## src/rtl/pwm_capture.sv

```systemverilog
// PWM receiver: measures rising-edge-to-rising-edge period and high time, flags DC
// inputs via timeout, and tracks the breathing envelope direction with peak strobes.
module pwm_capture #(
    parameter int TIMEOUT    = 512,
    parameter int MIN_PERIOD = 4,
    parameter int CNT_W      = 10
) (
    input  logic             clk,
    input  logic             rst_n,
    input  logic             pwm_in,
    output logic [7:0]       duty,
    output logic             duty_valid,
    output logic [CNT_W-1:0] period_cnt,
    output logic             dc_level,
    output logic [1:0]       trend,
    output logic             peak
);

    typedef enum logic [1:0] {
        IDLE    = 2'd0,
        MEASURE = 2'd1,
        DC      = 2'd2
    } state_t;

    localparam logic [CNT_W-1:0] CNT_ONE    = CNT_W'(1);
    localparam logic [CNT_W-1:0] CNT_MAX    = {CNT_W{1'b1}};
    localparam logic [CNT_W-1:0] TIMEOUT_C  = CNT_W'(TIMEOUT);
    localparam logic [CNT_W-1:0] MIN_C      = CNT_W'(MIN_PERIOD);
    localparam logic [CNT_W-1:0] DUTY_MAX_C = CNT_W'(8'hFF);
    localparam logic [1:0]       TREND_FLAT = 2'b00;
    localparam logic [1:0]       TREND_UP   = 2'b01;
    localparam logic [1:0]       TREND_DOWN = 2'b10;

    function automatic logic [CNT_W-1:0] sat_inc(input logic [CNT_W-1:0] v);
        if (v == CNT_MAX) begin
            sat_inc = v;
        end else begin
            sat_inc = v + CNT_ONE;
        end
    endfunction

    function automatic logic [7:0] sat_duty(input logic [CNT_W-1:0] v);
        if (v > DUTY_MAX_C) begin
            sat_duty = 8'hFF;
        end else begin
            sat_duty = v[7:0];
        end
    endfunction

    function automatic logic [1:0] dir_of(input logic [7:0] cur, input logic [7:0] prev);
        if (cur > prev) begin
            dir_of = TREND_UP;
        end else if (cur < prev) begin
            dir_of = TREND_DOWN;
        end else begin
            dir_of = TREND_FLAT;
        end
    endfunction

    logic             sync_meta_r;
    logic             sync_r;
    logic             sync_prev_r;
    logic [CNT_W-1:0] per_cnt_r;
    logic [CNT_W-1:0] hi_cnt_r;
    state_t           state_r;
    logic [7:0]       prev_duty_r;
    logic             prev_valid_r;
    logic [1:0]       last_dir_r;

    logic       rise_s;
    logic       timeout_s;
    logic       long_enough_s;
    logic       meas_strobe_s;
    logic       dc_strobe_s;
    logic       strobe_s;
    logic       restart_s;
    logic [7:0] new_duty_s;
    logic [1:0] new_dir_s;

    assign rise_s        = sync_r & ~sync_prev_r;
    assign timeout_s     = (per_cnt_r >= TIMEOUT_C);
    assign long_enough_s = (per_cnt_r >= MIN_C);

    // Decide per cycle whether counters restart and which strobe (if any) fires.
    always_comb begin
        meas_strobe_s = 1'b0;
        dc_strobe_s   = 1'b0;
        restart_s     = 1'b0;
        case (state_r)
            IDLE: begin
                if (rise_s) begin
                    restart_s = 1'b1;
                end else if (timeout_s) begin
                    dc_strobe_s = 1'b1;
                end else begin
                    restart_s = 1'b0;
                end
            end
            MEASURE: begin
                if (rise_s && long_enough_s) begin
                    meas_strobe_s = 1'b1;
                    restart_s     = 1'b1;
                end else if (!rise_s && timeout_s) begin
                    dc_strobe_s = 1'b1;
                end else begin
                    restart_s = 1'b0;
                end
            end
            DC: begin
                if (rise_s) begin
                    restart_s = 1'b1;
                end else begin
                    restart_s = 1'b0;
                end
            end
            default: begin
                restart_s = 1'b0;
            end
        endcase
        strobe_s   = meas_strobe_s | dc_strobe_s;
        new_duty_s = meas_strobe_s ? sat_duty(hi_cnt_r) : (sync_r ? 8'hFF : 8'h00);
        new_dir_s  = dir_of(new_duty_s, prev_duty_r);
    end

    // Two-stage synchronizer plus the edge-detect history bit.
    always_ff @(posedge clk or negedge rst_n) begin
        if (!rst_n) begin
            sync_meta_r <= 1'b0;
            sync_r      <= 1'b0;
            sync_prev_r <= 1'b0;
        end else begin
            sync_meta_r <= pwm_in;
            sync_r      <= sync_meta_r;
            sync_prev_r <= sync_r;
        end
    end

    // Measurement FSM with its counters and registered measurement outputs.
    always_ff @(posedge clk or negedge rst_n) begin
        if (!rst_n) begin
            state_r    <= IDLE;
            per_cnt_r  <= {CNT_W{1'b0}};
            hi_cnt_r   <= {CNT_W{1'b0}};
            duty       <= 8'h00;
            duty_valid <= 1'b0;
            period_cnt <= {CNT_W{1'b0}};
            dc_level   <= 1'b0;
        end else begin
            per_cnt_r  <= restart_s ? CNT_ONE : sat_inc(per_cnt_r);
            hi_cnt_r   <= restart_s ? CNT_ONE : (sync_r ? sat_inc(hi_cnt_r) : hi_cnt_r);
            duty_valid <= strobe_s;
            if (strobe_s) begin
                duty <= new_duty_s;
            end else begin
                duty <= duty;
            end
            case (state_r)
                IDLE, MEASURE: begin
                    if (rise_s) begin
                        state_r <= MEASURE;
                        if (meas_strobe_s) begin
                            period_cnt <= per_cnt_r;
                        end
                    end else if (dc_strobe_s) begin
                        state_r    <= DC;
                        period_cnt <= {CNT_W{1'b0}};
                        dc_level   <= 1'b1;
                    end else begin
                        state_r <= state_r;
                    end
                end
                DC: begin
                    if (rise_s) begin
                        state_r  <= MEASURE;
                        dc_level <= 1'b0;
                    end else begin
                        state_r <= DC;
                    end
                end
                default: begin
                    state_r <= IDLE;
                end
            endcase
        end
    end

    // Envelope direction; the last non-flat direction is kept so flat samples
    // between a rise and a fall still produce a peak.
    always_ff @(posedge clk or negedge rst_n) begin
        if (!rst_n) begin
            trend        <= TREND_FLAT;
            peak         <= 1'b0;
            prev_duty_r  <= 8'h00;
            prev_valid_r <= 1'b0;
            last_dir_r   <= TREND_FLAT;
        end else begin
            peak <= 1'b0;
            if (strobe_s) begin
                prev_duty_r <= new_duty_s;
                if (!prev_valid_r) begin
                    trend        <= TREND_FLAT;
                    prev_valid_r <= 1'b1;
                    last_dir_r   <= TREND_FLAT;
                end else begin
                    trend <= new_dir_s;
                    peak  <= (last_dir_r == TREND_UP) && (new_dir_s == TREND_DOWN);
                    if (new_dir_s != TREND_FLAT) begin
                        last_dir_r <= new_dir_s;
                    end
                end
            end
        end
    end

endmodule

```

## config.mk

```make
export PLATFORM = sky130hd
export DESIGN_NAME = pwm_capture
export DESIGN_NICKNAME = d
export VERILOG_FILES = /design/src/rtl/pwm_capture.sv
export SDC_FILE = /design/constraint.sdc
export NUM_CORES = 1
export LEC_CHECK = 0
export BUFFER_PORTS_ARGS = -buffer_cell sky130_fd_sc_hd__buf_2
export CORE_MARGIN = 2
export CORE_UTILIZATION = 55
export CTS_CLUSTER_DIAMETER = 150
export CTS_CLUSTER_SIZE = 40
export DETAILED_ROUTE_END_ITERATION = 6
export HOLD_SLACK_MARGIN = 0.15
export PLACE_DENSITY = 0.75
export SLEW_MARGIN = 5
export SYNTH_ARGS = -nofsm -noshare
export SYNTH_HDL_FRONTEND = slang
export SYNTH_SLANG_ARGS = --single-unit
```

## constraint.sdc

```tcl
create_clock -name clk -period 7.2 [get_ports clk]
set_clock_uncertainty 0.1 [all_clocks]
set_input_delay 0.72 -clock clk [delete_from_list [all_inputs] [get_ports clk]]
set_output_delay 0.72 -clock clk [all_outputs]
set_load 0.005 [all_outputs]
```

==> Word-level counts from Yosys, hierarchy flattened <==
Index checks and enable logic that the tools add are counted.
{ "op_classes": {"bitwise": 3, "n_addsub": 2, "n_shift": 0, "n_div": 0, "n_eq_ne": 14, "multipliers": 0, "n_lt_le_gt_ge": 5, "n_mux": 35, "reduce_logical": 15} }
{ "op_table": {"columns": ["op", "n"], "rows": [
  ["10-bit two-way mux", 8],
  ["8-bit two-way mux", 3],
  ["10-bit by 1-bit adder with 10-bit output, second input constant", 2],
  ["10-bit == test, second input constant", 2],
  ["2-bit two-way mux", 8],
  ["1-bit two-way mux", 12],
  ["10-bit greater-or-equal comparator, second input constant", 1],
  ["10-bit by 3-bit greater-or-equal comparator with 1-bit output, second input constant", 1],
  ["10-bit by 8-bit greater-than comparator with 1-bit output, second input constant", 1],
  ["8-bit greater-than comparator", 1],
  ["8-bit < comparator", 1],
  ["2-bit by 1-bit inequality test with 1-bit output, second input constant", 4],
  ["2-bit nonzero test", 4],
  ["2-bit inequality test, second input constant", 3],
  ["1-bit case mux with 2 select lines", 3],
  ["2-bit by 1-bit == test with 1-bit output, second input constant", 2],
  ["2-bit == test, second input constant", 2],
  ["2-bit case mux with 2 select lines", 1],
  ["2-bit AND reduction", 2],
  ["4-bit AND reduction", 1],
  ["2-bit OR reduction", 2],
  ["1-bit logical AND", 3],
  ["3-bit inequality test, second input constant", 1],
  ["3-bit AND reduction", 1],
  ["other kinds (5)", 5]
]} }
{ "word_totals": {"mem_count": 0, "regBits": 51, "romBits": 0, "latch_bits": 0, "mem_bits_rw": 0} }

==> Logic depth before layout (Yosys ltp) <==
{ "logic_depth": {"word_depth": 13, "depth_mapped": 12, "depth_no_buf": 10} }

==> Worst setup path before layout <==
Ideal clock, no wire load.
{ "synth_timing": {"kind": "register to register", "startpoint": "reg per_cnt_r[9]", "endpoint": "reg last_dir_r[1]", "slack_ns": 4.599, "arrival_time_ns": 2.419, "required_time_ns": 7.017, "n_path_buf": 2, "synth_period_minus_slack_ns": 2.601, "path_stages_with_launch": 13, "path_cell_list": "dfrtp_1 -> buf_2 -> nor4_2 -> a21oi_2 -> nand4_1 -> buf_2 -> o21a_1 -> ha_1 -> nor2b_1 -> o211ai_1 -> a21oi_1 -> or2_2 -> o21ai_0"} }
{ "synth_via": {"elab_chain_cells": 11} }
{ "synth_lines": {"columns": ["item", "line_no", "text"], "rows": [
  ["start, declared", "63", "logic [CNT_W-1:0] per_cnt_r;"],
  ["start signal, assigned", "142", "per_cnt_r <= {CNT_W{1'b0}};"],
  ["start signal, assigned", "149", "per_cnt_r <= restart_s ? CNT_ONE : sat_inc(per_cnt_r);"],
  ["10-bit by 3-bit greater-or-equal comparator with 1-bit output *", "82", "assign long_enough_s = (per_cnt_r >= MIN_C);"],
  ["1-bit logical AND *", "100", "if (rise_s && long_enough_s) begin"],
  ["1-bit two-way mux *", "100", null],
  ["1-bit two-way mux *", "89", "case (state_r)"],
  ["8-bit two-way mux *", "121", "new_duty_s = meas_strobe_s ? sat_duty(hi_cnt_r) : (sync_r ? 8'hFF : 8'h00);"],
  ["named net new_duty_s[1]", "77", "logic [7:0] new_duty_s;"],
  ["8-bit < comparator", "53", "end else if (cur < prev) begin"],
  ["2-bit two-way mux", "53", null],
  ["2-bit two-way mux *", "51", "if (cur > prev) begin"],
  ["2-bit nonzero test", "207", "if (new_dir_s != TREND_FLAT) begin"],
  ["2-bit by 1-bit inequality test with 1-bit output (no line)", null, null],
  ["2-bit AND reduction (no line)", null, null],
  ["end signal, assigned", "208", "last_dir_r <= new_dir_s;"],
  ["end, declared", "68", "logic [1:0] last_dir_r;"]
]} }
Mark *: on every way through the listed nets, which the timed path passes. The rest lies on a longest branch. The select of a mux whose other input is x is not followed.
A chain may end at the register's enable or synchronous reset.

==> Worst setup path after layout <==
{ "layout_timing": {"startpoint": "reg sync_r", "endpoint": "reg trend[1]"} }
{ "layout_via": {"elab_chain_cells": 9} }
{ "layout_lines": {"columns": ["item", "line_no", "text"], "rows": [
  ["start, declared", "61", "logic sync_r;"],
  ["start signal, assigned", "133", "sync_r <= sync_meta_r;"],
  ["1-bit bitwise AND", "80", "assign rise_s = sync_r & ~sync_prev_r;"],
  ["1-bit logical AND", "100", null],
  ["1-bit two-way mux", "100", null],
  ["1-bit two-way mux", "89", null],
  ["8-bit two-way mux *", "121", null],
  ["named net new_duty_s[1]", "77", null],
  ["8-bit < comparator", "53", null],
  ["2-bit two-way mux", "53", null],
  ["2-bit two-way mux *", "51", null],
  ["2-bit two-way mux *", "200", "if (!prev_valid_r) begin"],
  ["end signal, assigned", "205", "trend <= new_dir_s;"],
  ["end, declared", "15", "output logic [1:0] trend,"]
]} }
Mark *: on every way through the listed nets, which the timed path passes. The rest lies on a longest branch.

==> impl_metrics.yaml <==
run_status:
  run_status: "finished clean"
clock_network:
  post_cts.repair.setup_buffers: 0
  tritoncts_num_sinks: 51
  cts_tree: "built"
  ctsHtreeMaxLevel: 2
  clock_path_buffers: 2
  root_buf_cell: "sky130_fd_sc_hd__clkbuf_8"
  path_clk_slew_ns: 0.09
  cts_resized: 0
  cts_hold_buffers: 0
  num_cts_buffers: 5
  clock_latency_ns: 0.30
cells_and_area:
  multi_input_area_sq_um: 1139
  instances_no_fill: 322
  syn2layout_area_growth_pct: 9.519
  sequential_cell_area_sq_um: 1276
  antenna_diode_count: 0
  drive_gt1_frac: 0.1815
  num-nets-final: 284
  nFillCells: 375
pwr:
  power.static_leakage_nw: 1.326
  p_per_area_nw_per_um2: 326.2
  irDropWorstVdd_mv: 0.1735
floorplan:
  die_w_microns: 71.74
  starting_density_of_the_core: 0.5756
  rows: 24
  die_y_microns: 71.74
  core_area_sq_um: 4384
  die-area_sq_um: 5147
  boundaryPins: 26
timing:
  layout_min_cycle_time_ns: 3.404
  tightestPinTransition_ns: 1.095
  max_freq_mhz: 293.8
  setup-violations-final: 0
  finalHoldViolations: 0
  finalMaxSlewViolations: 0
  rsz0062_at_grt: "no"
  fin_crit_sh: 0.4727
  setup_tns_ns: 0
  timing.slew.headroom: 0.2701
critical_path:
  start_kind: "flop"
  r2r_slack_ns: 3.80
  cp-end-kind: "flop"
  cp_num_buf_inv: 0
  worstPathArrival_ns: 3.53
  crit_path_top_delay_cell: "sky130_fd_sc_hd__dfrtp_1"
  worst_ep_required_time_ns: 7.33
  critical_path.top_delay_family: "simple AND/OR/NAND/NOR gates"
  cp_slowest_stage_delay_ns: 0.67
  crit_fanout: 19
  worstPathCellList: "and2b_1 -> nand4_1 -> o21a_1 -> ha_1 -> nor2b_1 -> o211ai_1 -> a21oi_1 -> or2_2 -> o21ai_0"
  worst_setup_path_category: "reg2reg"
grt:
  grt_usage: 0.1943
  grt_first_pass_wirelength_mm: 7.776
  pin_count_of_the_biggest_net_entering_global_routing: 52
  grt_antenna_before_repair: 0
  vias_in_the_first_global_route: 1686
  grt_remaining_overflow: 0
synthesis:
  net_count_of_the_mapped_netlist: 263
  syn-instance-count: 249
  syn_area_sq_um: 2524
  netlist-cell-type-count: 39
  synth_sequential_area_ratio: 0.5057
  postSynthAreaPerCell_sq_um: 10.14
  ys.warnings.count: 0
  postSynthRegisterBits: 51
routing:
  drt_pre_antenna_iters: 4
  drt_first_iter_violations: 93
  drc_violations: 0
  route.detailed.wl_per_inst_microns: 14.48
  antenna_violating_nets_post_route: 0
  detailroute.via_count: 1838
  avgViaCountPerCell: 5.708
  postRouteWirelength_mm: 4.662
placed_design:
  post-dp-hpwl_mm: 3.295
  numPlacedInstances: 315
  gp_congestion: 0.8101
  buffers_added_on_ports: 25
job:
  cap_violations: 0
min_path:
  worst_hold_path_type: "reg2reg"
-- metal layers --
metal,track usage,part of all wire
met1,0.2794,0.48
met2,0.2881,0.46
met3,0.03797,0.044
met4,0.08386,0.015
met5,0,0
-- cell families (layout without fill, tap and decap cells) --
family	Yosys count	in the layout	synth area share
multiplexers	1	1	0.003966
buffers and inverters	25	46	0.04313
flip-flops	51	51	0.5057
AO/OA/AOI/OAI	57	57	0.1611
adder cells (fa/ha/maj)	11	11	0.05454
AND/OR/NAND/NOR	90	90	0.1829
XOR/XNOR	14	14	0.04859
-- area by class of cell --
class	count	share of cell area
clock inverter	2	0.01358
sequential	51	0.4617
multi-input combinational	173	0.4120
timing repair buffer	25	0.04527
inverter	14	0.01901
tap	52	0.02354
clock buffer	5	0.02490
-- cells in the mapped netlist --
cell type,instances,area [sq um]
sky130_fd_sc_hd__a2111oi_0,1,8.760
sky130_fd_sc_hd__a211oi_1,4,30.03
sky130_fd_sc_hd__a21oi_1,13,65.06
sky130_fd_sc_hd__a21oi_2,1,8.760
sky130_fd_sc_hd__a22o_1,2,17.52
sky130_fd_sc_hd__a31oi_4,1,21.27
sky130_fd_sc_hd__and2b_1,1,7.510
sky130_fd_sc_hd__and3_1,7,43.79
sky130_fd_sc_hd__and3_2,1,7.510
sky130_fd_sc_hd__and4_1,2,17.52
sky130_fd_sc_hd__buf_2,9,45.04
sky130_fd_sc_hd__buf_4,1,7.510
sky130_fd_sc_hd__clkbuf_1,1,3.750
sky130_fd_sc_hd__dfrtp_1,51,1276
sky130_fd_sc_hd__ha_1,11,137.6
sky130_fd_sc_hd__inv_1,13,48.80
sky130_fd_sc_hd__inv_2,1,3.750
sky130_fd_sc_hd__mux2i_1,1,10.01
sky130_fd_sc_hd__nand2_1,26,97.59
sky130_fd_sc_hd__nand2b_1,4,25.02
sky130_fd_sc_hd__nand3_1,8,40.04
sky130_fd_sc_hd__nand4_1,8,50.05
sky130_fd_sc_hd__nand4_2,1,12.51
sky130_fd_sc_hd__nand4b_1,1,8.760
sky130_fd_sc_hd__nor2_1,24,90.09
sky130_fd_sc_hd__nor2b_1,1,6.260
sky130_fd_sc_hd__nor3_1,1,5.000
sky130_fd_sc_hd__nor3_2,1,10.01
sky130_fd_sc_hd__nor4_2,2,25.02
sky130_fd_sc_hd__o211ai_1,1,7.510
sky130_fd_sc_hd__o21a_1,9,67.56
sky130_fd_sc_hd__o21ai_0,14,70.07
sky130_fd_sc_hd__o221a_2,7,78.83
sky130_fd_sc_hd__o22a_1,1,8.760
sky130_fd_sc_hd__o31ai_1,3,22.52
sky130_fd_sc_hd__or2_2,1,6.260
sky130_fd_sc_hd__or3b_2,1,8.760
sky130_fd_sc_hd__xnor2_1,3,26.28
sky130_fd_sc_hd__xor2_1,11,96.34
-- worst paths after layout --
| path | startpoint | to | cells past startpoint |
|---|---|---|---|
| setup / recovery | sync_r | trend[1] | 9 |
| hold / removal | sync_meta_r | sync_r | 0 |
| setup reg to reg | sync_r | trend[1] | 9 |
| hold reg to reg | sync_meta_r | sync_r | 0 |
| max in group asynchronous | rst_n | prev_duty_r[3] | 1 |
| min in group asynchronous | rst_n | prev_duty_r[2] | 1 |
-- state kept, by name (all words and copies together) (netlist names), 2 cells and up --
| register | count |
|---|---|
| hi_cnt_r | 10 |
| last_dir_r | 2 |
| per_cnt_r | 10 |
| period_cnt | 10 |
| prev_duty_r | 8 |
| state_r | 2 |
| trend | 2 |
-- stage by stage --
stage                     hold WS (ns)  utilization  setup WS (ns)  total power [W]  instance area [sq um]
after global routing            0.3222       0.6304          3.486        0.0009670                   2764
after detailed placement        0.2938       0.6062          3.784        0.0007191                   2658
after floorplan                 0.2312            -          4.599        0.0006232                   2524
final                           0.3206       0.6304          3.796        0.0009016                   2764
after global placement          0.2920       0.6062          3.896        0.0007066                   2658
after CTS                       0.3250       0.6304          3.765        0.0009129                   2764
-- layout by cell type, fill, tap and decap left out, types with 2 or more instances in the layout --
master and instances:
sky130_fd_sc_hd__inv_1 13, sky130_fd_sc_hd__dfrtp_1 51, sky130_fd_sc_hd__nor4_2 2, sky130_fd_sc_hd__o21a_1 9
sky130_fd_sc_hd__and4_1 2, sky130_fd_sc_hd__o31ai_1 3, sky130_fd_sc_hd__clkbuf_8 5, sky130_fd_sc_hd__o221a_2 7
sky130_fd_sc_hd__nand3_1 8, sky130_fd_sc_hd__ha_1 11, sky130_fd_sc_hd__nand2b_1 4, sky130_fd_sc_hd__a211oi_1 4
sky130_fd_sc_hd__xor2_1 11, sky130_fd_sc_hd__a22o_1 2, sky130_fd_sc_hd__o21ai_0 14, sky130_fd_sc_hd__and3_1 7
sky130_fd_sc_hd__a21oi_1 13, sky130_fd_sc_hd__nand2_1 26, sky130_fd_sc_hd__nor2_1 24, sky130_fd_sc_hd__xnor2_1 3
sky130_fd_sc_hd__buf_2 25, sky130_fd_sc_hd__nand4_1 8
-- power by group --
| group | internal, W | leakage, nW | switching, W |
|---|---|---|---|
| Clock | 0.000102 | 0.0502 | 0.0000886 |
| Combinational | 0.000140 | 0.621 | 0.000150 |
| Sequential | 0.000355 | 0.655 | 0.0000664 |
Power figures use the tool's default switching activity.
